**config.mk**
```make
export PLATFORM = sky130hd
export DESIGN_NAME = kt8_pc_sequencer
export DESIGN_NICKNAME = d
export VERILOG_FILES = /design/src/rtl/kt8_pc_sequencer.sv
export SDC_FILE = /design/constraint.sdc
export NUM_CORES = 1
export LEC_CHECK = 0
export CAP_MARGIN = 5
export CORE_ASPECT_RATIO = 2
export CORE_MARGIN = 1.5
export CORE_UTILIZATION = 53
export DETAILED_ROUTE_END_ITERATION = 8
export PLACE_DENSITY = 0.93
export SLEW_MARGIN = 20
export SYNTH_ARGS = -nofsm -noshare
export SYNTH_HDL_FRONTEND = slang
export SYNTH_SLANG_ARGS = --single-unit
```
**constraint.sdc**
```tcl
create_clock -name clk_i -period 5 [get_ports clk_i]
set_clock_uncertainty 0.2 [all_clocks]
set_input_delay 0.75 -clock clk_i [delete_from_list [all_inputs] [get_ports clk_i]]
set_output_delay 0.75 -clock clk_i [all_outputs]
set_load 0.02 [all_outputs]
```
**src/rtl/kt8_pc_sequencer.sv**
```systemverilog
// rtl/kt8_pc_sequencer.sv - KT8 program counter and instruction fetch sequencer
// Fetches one byte per instruction, samples decoder controls once in EXEC, then advances the PC.
module kt8_pc_sequencer #(
    parameter int            AW        = 8,
    parameter logic [AW-1:0] RESET_VEC = '0
) (
    input  logic          clk_i,
    input  logic          rst_n_i,
    output logic          mem_req_o,
    output logic [AW-1:0] mem_addr_o,
    input  logic          mem_ack_i,
    input  logic [7:0]    mem_data_i,
    output logic [7:0]    instr_o,
    output logic          instr_valid_o,
    input  logic          jump_up_i,
    input  logic          jump_down_i,
    input  logic [3:0]    jump_distance_i,
    input  logic          rst_req_i,
    input  logic          hlt_i,
    input  logic          ex_stall_i,
    input  logic          run_i,
    output logic [AW-1:0] pc_o,
    output logic          halted_o,
    output logic          err_o
);

    typedef enum logic [1:0] {
        S_IDLE,
        S_FETCH,
        S_EXEC,
        S_HALT
    } state_t;

    state_t        state_q, state_d;
    logic [AW-1:0] pc_q, pc_d;
    logic [7:0]    instr_q, instr_d;
    logic          req_q, req_d;
    logic          valid_q, valid_d;
    logic          halted_q, halted_d;
    logic          err_q, err_d;

    logic [AW-1:0] dist_ext;
    logic [AW-1:0] pc_inc;

    assign dist_ext = AW'(jump_distance_i);
    assign pc_inc   = pc_q + AW'(1);

    always_comb begin
        state_d  = state_q;
        pc_d     = pc_q;
        instr_d  = instr_q;
        req_d    = req_q;
        valid_d  = valid_q;
        halted_d = halted_q;
        err_d    = err_q;
        case (state_q)
            S_IDLE: begin
                state_d = S_FETCH;
                req_d   = 1'b1;
            end
            S_FETCH: begin
                if (mem_ack_i) begin
                    instr_d = mem_data_i;
                    req_d   = 1'b0;
                    valid_d = 1'b1;
                    state_d = S_EXEC;
                end
            end
            S_EXEC: begin
                if (!ex_stall_i) begin
                    // Default exit is the next fetch; halt overrides below.
                    state_d = S_FETCH;
                    req_d   = 1'b1;
                    valid_d = 1'b0;
                    if (rst_req_i) begin
                        pc_d = RESET_VEC;
                    end else if (hlt_i) begin
                        pc_d     = pc_inc;
                        req_d    = 1'b0;
                        halted_d = 1'b1;
                        state_d  = S_HALT;
                    end else if (jump_up_i && jump_down_i) begin
                        err_d = 1'b1;
                        pc_d  = pc_inc;
                    end else if (jump_up_i) begin
                        pc_d = pc_q + dist_ext;
                    end else if (jump_down_i) begin
                        pc_d = pc_q - dist_ext;
                    end else begin
                        pc_d = pc_inc;
                    end
                end
            end
            S_HALT: begin
                if (run_i) begin
                    halted_d = 1'b0;
                    req_d    = 1'b1;
                    state_d  = S_FETCH;
                end
            end
            default: begin
                state_d = S_IDLE;
            end
        endcase
    end

    always_ff @(posedge clk_i) begin
        if (!rst_n_i) begin
            state_q  <= S_IDLE;
            pc_q     <= RESET_VEC;
            instr_q  <= 8'h00;
            req_q    <= 1'b0;
            valid_q  <= 1'b0;
            halted_q <= 1'b0;
            err_q    <= 1'b0;
        end else begin
            state_q  <= state_d;
            pc_q     <= pc_d;
            instr_q  <= instr_d;
            req_q    <= req_d;
            valid_q  <= valid_d;
            halted_q <= halted_d;
            err_q    <= err_d;
        end
    end

    assign mem_req_o     = req_q;
    assign mem_addr_o    = pc_q;
    assign pc_o          = pc_q;
    assign instr_o       = instr_q;
    assign instr_valid_o = valid_q;
    assign halted_o      = halted_q;
    assign err_o         = err_q;

endmodule

```
# --- After elaboration in Yosys (flattened, before gate mapping) ---
# Cells that the tools add are included.
word_totals:
  register_bits: 22
  inputBits: 21
  output_inout_bits: 28
op_classes:
  add_sub_neg: 3
  eq_ne: 8
  muxes: 25
  bitwise: 3
  reduce_logical: 10
op_table:
  columns: ["operator", "n"]
  rows:
  - ["$mux 8", 5]
  - ["$mux 1", 11]
  - ["$mux 2", 5]
  - ["$ne 2x2->1 const B", 5]
  - ["$reduce_and 5->1", 2]
  - ["$add 8x1->8 const B", 1]
  - ["$add 8x4->8", 1]
  - ["$pmux 2 s4", 1]
  - ["$sub 8x4->8", 1]
  - ["$reduce_and 3->1", 2]
  - ["$eq 2x2->1 const B", 2]
  - ["$pmux 1 s2", 2]
  - ["$pmux 1 s4", 1]
  - ["$reduce_and 2->1", 2]
  - ["$reduce_bool 2->1", 2]
  - ["$not 1->1", 3]
  - ["$eq 2x1->1 const B", 1]
  - ["$logic_not 2->1", 1]
  - ["$logic_and 1x1->1", 1]

# --- Logic depth before layout (Yosys ltp) ---
logic_depth:
  depth_word: 6
  ltp_mapped: 10
  mapped_depth_nobuf: 10

# --- Worst setup path after synthesis ---
# OpenSTA, ideal clock, no wires.
synth_timing:
  kind: "input port to flip-flop"
  startpoint: "in jump_distance_i[2]"
  endpoint: "reg pc_q[7] (netlist: mem_addr_o[7])"
  setup_time_ns: 0.122
  arrival_time_ns: 2.249
  required_time_ns: 4.678
  setup_slack_ns: 2.429
  path_stages: 8
  n_path_buf: 0
  cell_sequence: "inv_1 ha_1 or3b_4 a31oi_4 o21ai_2 o21ai_2 a2111oi_1 a311o_1"
synth_between:
  elab_chain_cells: 6
  word_cells_on_any_way: 7
  classes_between: "add/sub: 2; mux: 5"
synth_lines:
  columns: ["item", "line_no", "rtl"]
  rows:
  - ["from (decl)", "17", "input logic [3:0] jump_distance_i,"]
  - ["$sub 8x4->8", "88", "pc_d = pc_q - dist_ext;"]
  - ["$mux 8", "87", "end else if (jump_down_i) begin"]
  - ["$mux 8 (*)", "85", "end else if (jump_up_i) begin"]
  - ["$mux 8 (*)", "82", "end else if (jump_up_i && jump_down_i) begin"]
  - ["$mux 8 (*)", "77", "end else if (hlt_i) begin"]
  - ["$mux 8 (*)", "75", "if (rst_req_i) begin"]
  - ["to (signal assigned)", "118", "pc_q <= pc_d;"]
  - ["to (decl)", "35", "logic [AW-1:0] pc_q, pc_d;"]
# Mark *: on every way between the ends. The rest lies on a longest branch, timed or not.
# A chain may end at the register's enable or synchronous reset.

# --- Worst setup path in the final report ---
# Same ends and word-level chain as after synthesis.

==> summary.md <==
| Metric | Value |
|---|---|
| Final hold vios | `0` |
| Worst path most repeated cell | `o21ai_2` |
| Number of flops mapped to enable cells by yosys | `0` |
| Outcome | `complete, no violations` |
| Die H | `87.2 um` |
| CTS clk-pin slew, worst paths | `around 0.09 ns` |
| Static leakage | `0.840 nW` |
| FP Rows | `30` |
| Syn Area/Cell | `7.54 um^2` |
| Worst Path Required | `between 4 and 5 ns` |
| Initial Utilization | `55.6%` |
| Setup TNS | `0 ns` |
| HPWL after DPL | `3610 um` |
| Commonest non-fill, non-tap cell in the layout | `clkdlybuf4s50_1` |
| Final-stage net count | `around 320` |
| Power Dens Cells | `about 210 nW/um^2` |
| Sequential share of the synthesized area | `23.5%` |
| Critical path arrival | `2.96 ns` |
| Maxcap violations | `0` |
| Reg2Reg Capture Point | `mem_addr_o[7]` |
| Hold path cells | `2` |
| CP Max Fanout | `8` |
| VDD IR max | `0.203 mV` |
| Tot Pwr | `488 uW` |
| Die width | `45.1 um` |
| Synth Cell Area | `1880 um^2` |
| Setup slack, reg-to-reg | `around 2.4 ns` |
| Final period util | `59.8%` |
| Cell breakdown of the critical path | `clkdlybuf4s50_1 > inv_1 > ha_1 > or3b_4 > a31oi_4 > o21ai_2 > o21ai_2 > a2111oi_1 > a311o_1` |
| Total track usage | `26.8%` |
| Fraction of registers with async set/reset | `0%` |
| Post-synthesis cell type count | `49` |
| Cells after Synth | `249` |
| Commonest register cell after synthesis | `dfxtp_1` |
| RR Startpoint | `mem_addr_o[2]` |
| Syn. warnings | `0` |
| Initial antenna violation count | `0` |
| Drt pass-1 iters | `4` |
| Endpoints failing setup | `0` |
| Ports | `49` |
| Total gr overflow | `0` |
| CTS Buf Count | `3` |
| Worst Tran Pin Value | `0.770 ns` |
| Vias in the first global route | `1813` |
| DRC viols | `0` |
| CTS Root Cell | `clkbuf_8` |
| Clock latency on the worst-skew pair | `0.27 ns` |
| Postcts setup bufs | `0` |
| Routed Antenna Nets | `0` |
| Critical Path Start Type | `input port` |
| Share of layout cells above drive strength 1 | `3.60%` |
| Worst Hold End | `instr_o[1]` |
| Slowest stage cell, crit path | `clkdlybuf4s50_1` |
| CP top delay family | `compound AO/OA/AOI/OAI gates` |
| WL/cell | `15.8 um` |
| Layout area overhead | `24.4%` |
| CTS max path bufs | `2` |
| Hold crit path type | `reg -> reg` |
| Hold_buf cts | `0` |
| # resized after CTS | `0` |
| Die ar. | `3930 um^2` |
| Pins Over Slew Limit | `0` |
| IO buf count | `48` |
| WP buf/inv | `2` |
| CTS H-tree lvls | `1` |
| Core area | `between 3000 and 4000 um^2` |
| # diodes | `0` |
| Total wire length | `4900 um` |
| Via count | `1877` |
| Fillers | `283` |
| CP Capture Type | `flip-flop` |
| Final min period | `around 3.0 ns` |
| Commonest non-fill, non-tap cells in the layout | `48 x clkdlybuf4s50_1, 22 x dfxtp_1, 21 x nand2_1` |
| GPL Wtd Cong | `between 0.9 and 1` |
| Hold Crit Start | `instr_o[1]` |
| Worst path max stage delay | `around 0.48 ns` |
| Largest net degree at the start of global routing | `25` |
| Vias per cell | `between 6 and 7` |
| Synth Register Bits | `22` |
| Detailed Route Iter0 Violations | `65` |
| CTS sink cnt | `22` |
| Worst Reg-to-Reg Cells | `7` |
| Max_slew headroom | `48.5%` |
| RSZ-0062 raised after global routing | `no` |
| CTS tree | `yes` |
| First-pass GRT wire length | `just over 8000 um` |
| Crit Path Class | `in -> reg` |
| F_max | `0.334 GHz` |
| Post-synth net total | `285` |
-- per-stage QoR --
stage	setup slack [ns]	hold WS (ns)	cell area, um^2	cells	utilization (%)
floorplan	2.43	0.327	1880	249	-
CTS	2.02	0.282	2340	310	69.1
global route	1.84	0.311	2340	310	69.1
detailed placement	1.74	0.270	2260	306	67.0
global placement	1.81	0.252	2260	306	67.0
finish	2.01	0.283	2340	310	69.1
-- worst max path at each step --
stage / from / to / slack, ns / cells after the start
2_1_floorplan: jump_distance_i[2] / mem_addr_o[7] / 2.43 / 8
3_3_place_gp: jump_distance_i[2] / mem_addr_o[7] / 1.81 / 9
3_5_place_dp: jump_distance_i[2] / mem_addr_o[7] / 1.74 / 9
4_1_cts: jump_distance_i[2] / mem_addr_o[7] / 2.02 / 9
5_1_grt: jump_distance_i[2] / mem_addr_o[5] / 1.84 / 9
6_report: jump_distance_i[2] / mem_addr_o[7] / 2.01 / 9
-- worst reg2reg max path, stage by stage, from the launching register on --
cell and delay [ns]:
dfxtp_1 0.58, ha_1 0.39, or3b_4 0.45, a31oi_4 0.21
o21ai_2 0.09, o21ai_2 0.13, a2111oi_1 0.10, a311o_1 0.32
-- sequential cells by signal (all words and copies together), names as in the netlist --
register,cells
instr_o,8
state_q,2
err_o,1
mem_addr_o,8
instr_valid_o,1
mem_req_o,1
halted_o,1
-- power by group --
group          internal, mW  switching (mW)
sequential            0.186         0.00830
combinational        0.0566          0.0674
clock                 0.107          0.0632
-- synth_stat cells (4+ instances only) --
| cell type | instances | area (um^2) |
|---|---|---|
| o21ai_0 | 19 | 95.1 |
| dfxtp_1 | 22 | 440 |
| a31oi_1 | 5 | 31.3 |
| inv_1 | 13 | 48.8 |
| nand3_1 | 16 | 80.1 |
| nand2b_1 | 9 | 56.3 |
| nor3_1 | 8 | 40.0 |
| ha_1 | 13 | 163 |
| nor2b_1 | 10 | 62.6 |
| xor2_1 | 4 | 35.0 |
| buf_2 | 8 | 40.0 |
| clkbuf_1 | 6 | 22.5 |
| a21oi_1 | 16 | 80.1 |
| nor2_1 | 16 | 60.1 |
| nand2_1 | 21 | 78.8 |
| buf_4 | 8 | 60.1 |
| a21boi_0 | 9 | 67.6 |
| o211ai_1 | 4 | 30.0 |
-- logic make-up (layout without fill, tap and decap cells) --
family / after synthesis / in the layout / share of synthesized area [%]
buf+inv: 36 / 65 / 9.73
fa+ha+maj: 15 / 15 / 10.8
compound gates: 74 / 74 / 26.2
flops: 22 / 22 / 23.5
mux: 2 / 2 / 1.07
simple gates: 94 / 94 / 25.9
xor+xnor: 6 / 6 / 2.80
-- layer usage --
| metal | vias up | part of all wire [%] | global-route usage, % |
|---|---|---|---|
| met4 | 0 | 2.9 | 13.6 |
| met1 | 886 | 38 | 28.8 |
| met2 | 49 | 56 | 48.4 |
| met3 | 11 | 3.4 | 2.90 |
| met5 | - | 0 | 0 |
| li1 | 931 | - | - |
-- layout make-up --
type	count	area (um^2)	area share, %
repair buffers	48	480	20.6
flip-flops and latches	22	440	18.9
well taps	32	40.0	1.71
clock buffers	3	41.3	1.77
clock inverters	1	30.0	1.29
inverters	13	48.8	2.09
multi-input cells	191	1250	53.7
(Power assumes the default switching activity.)
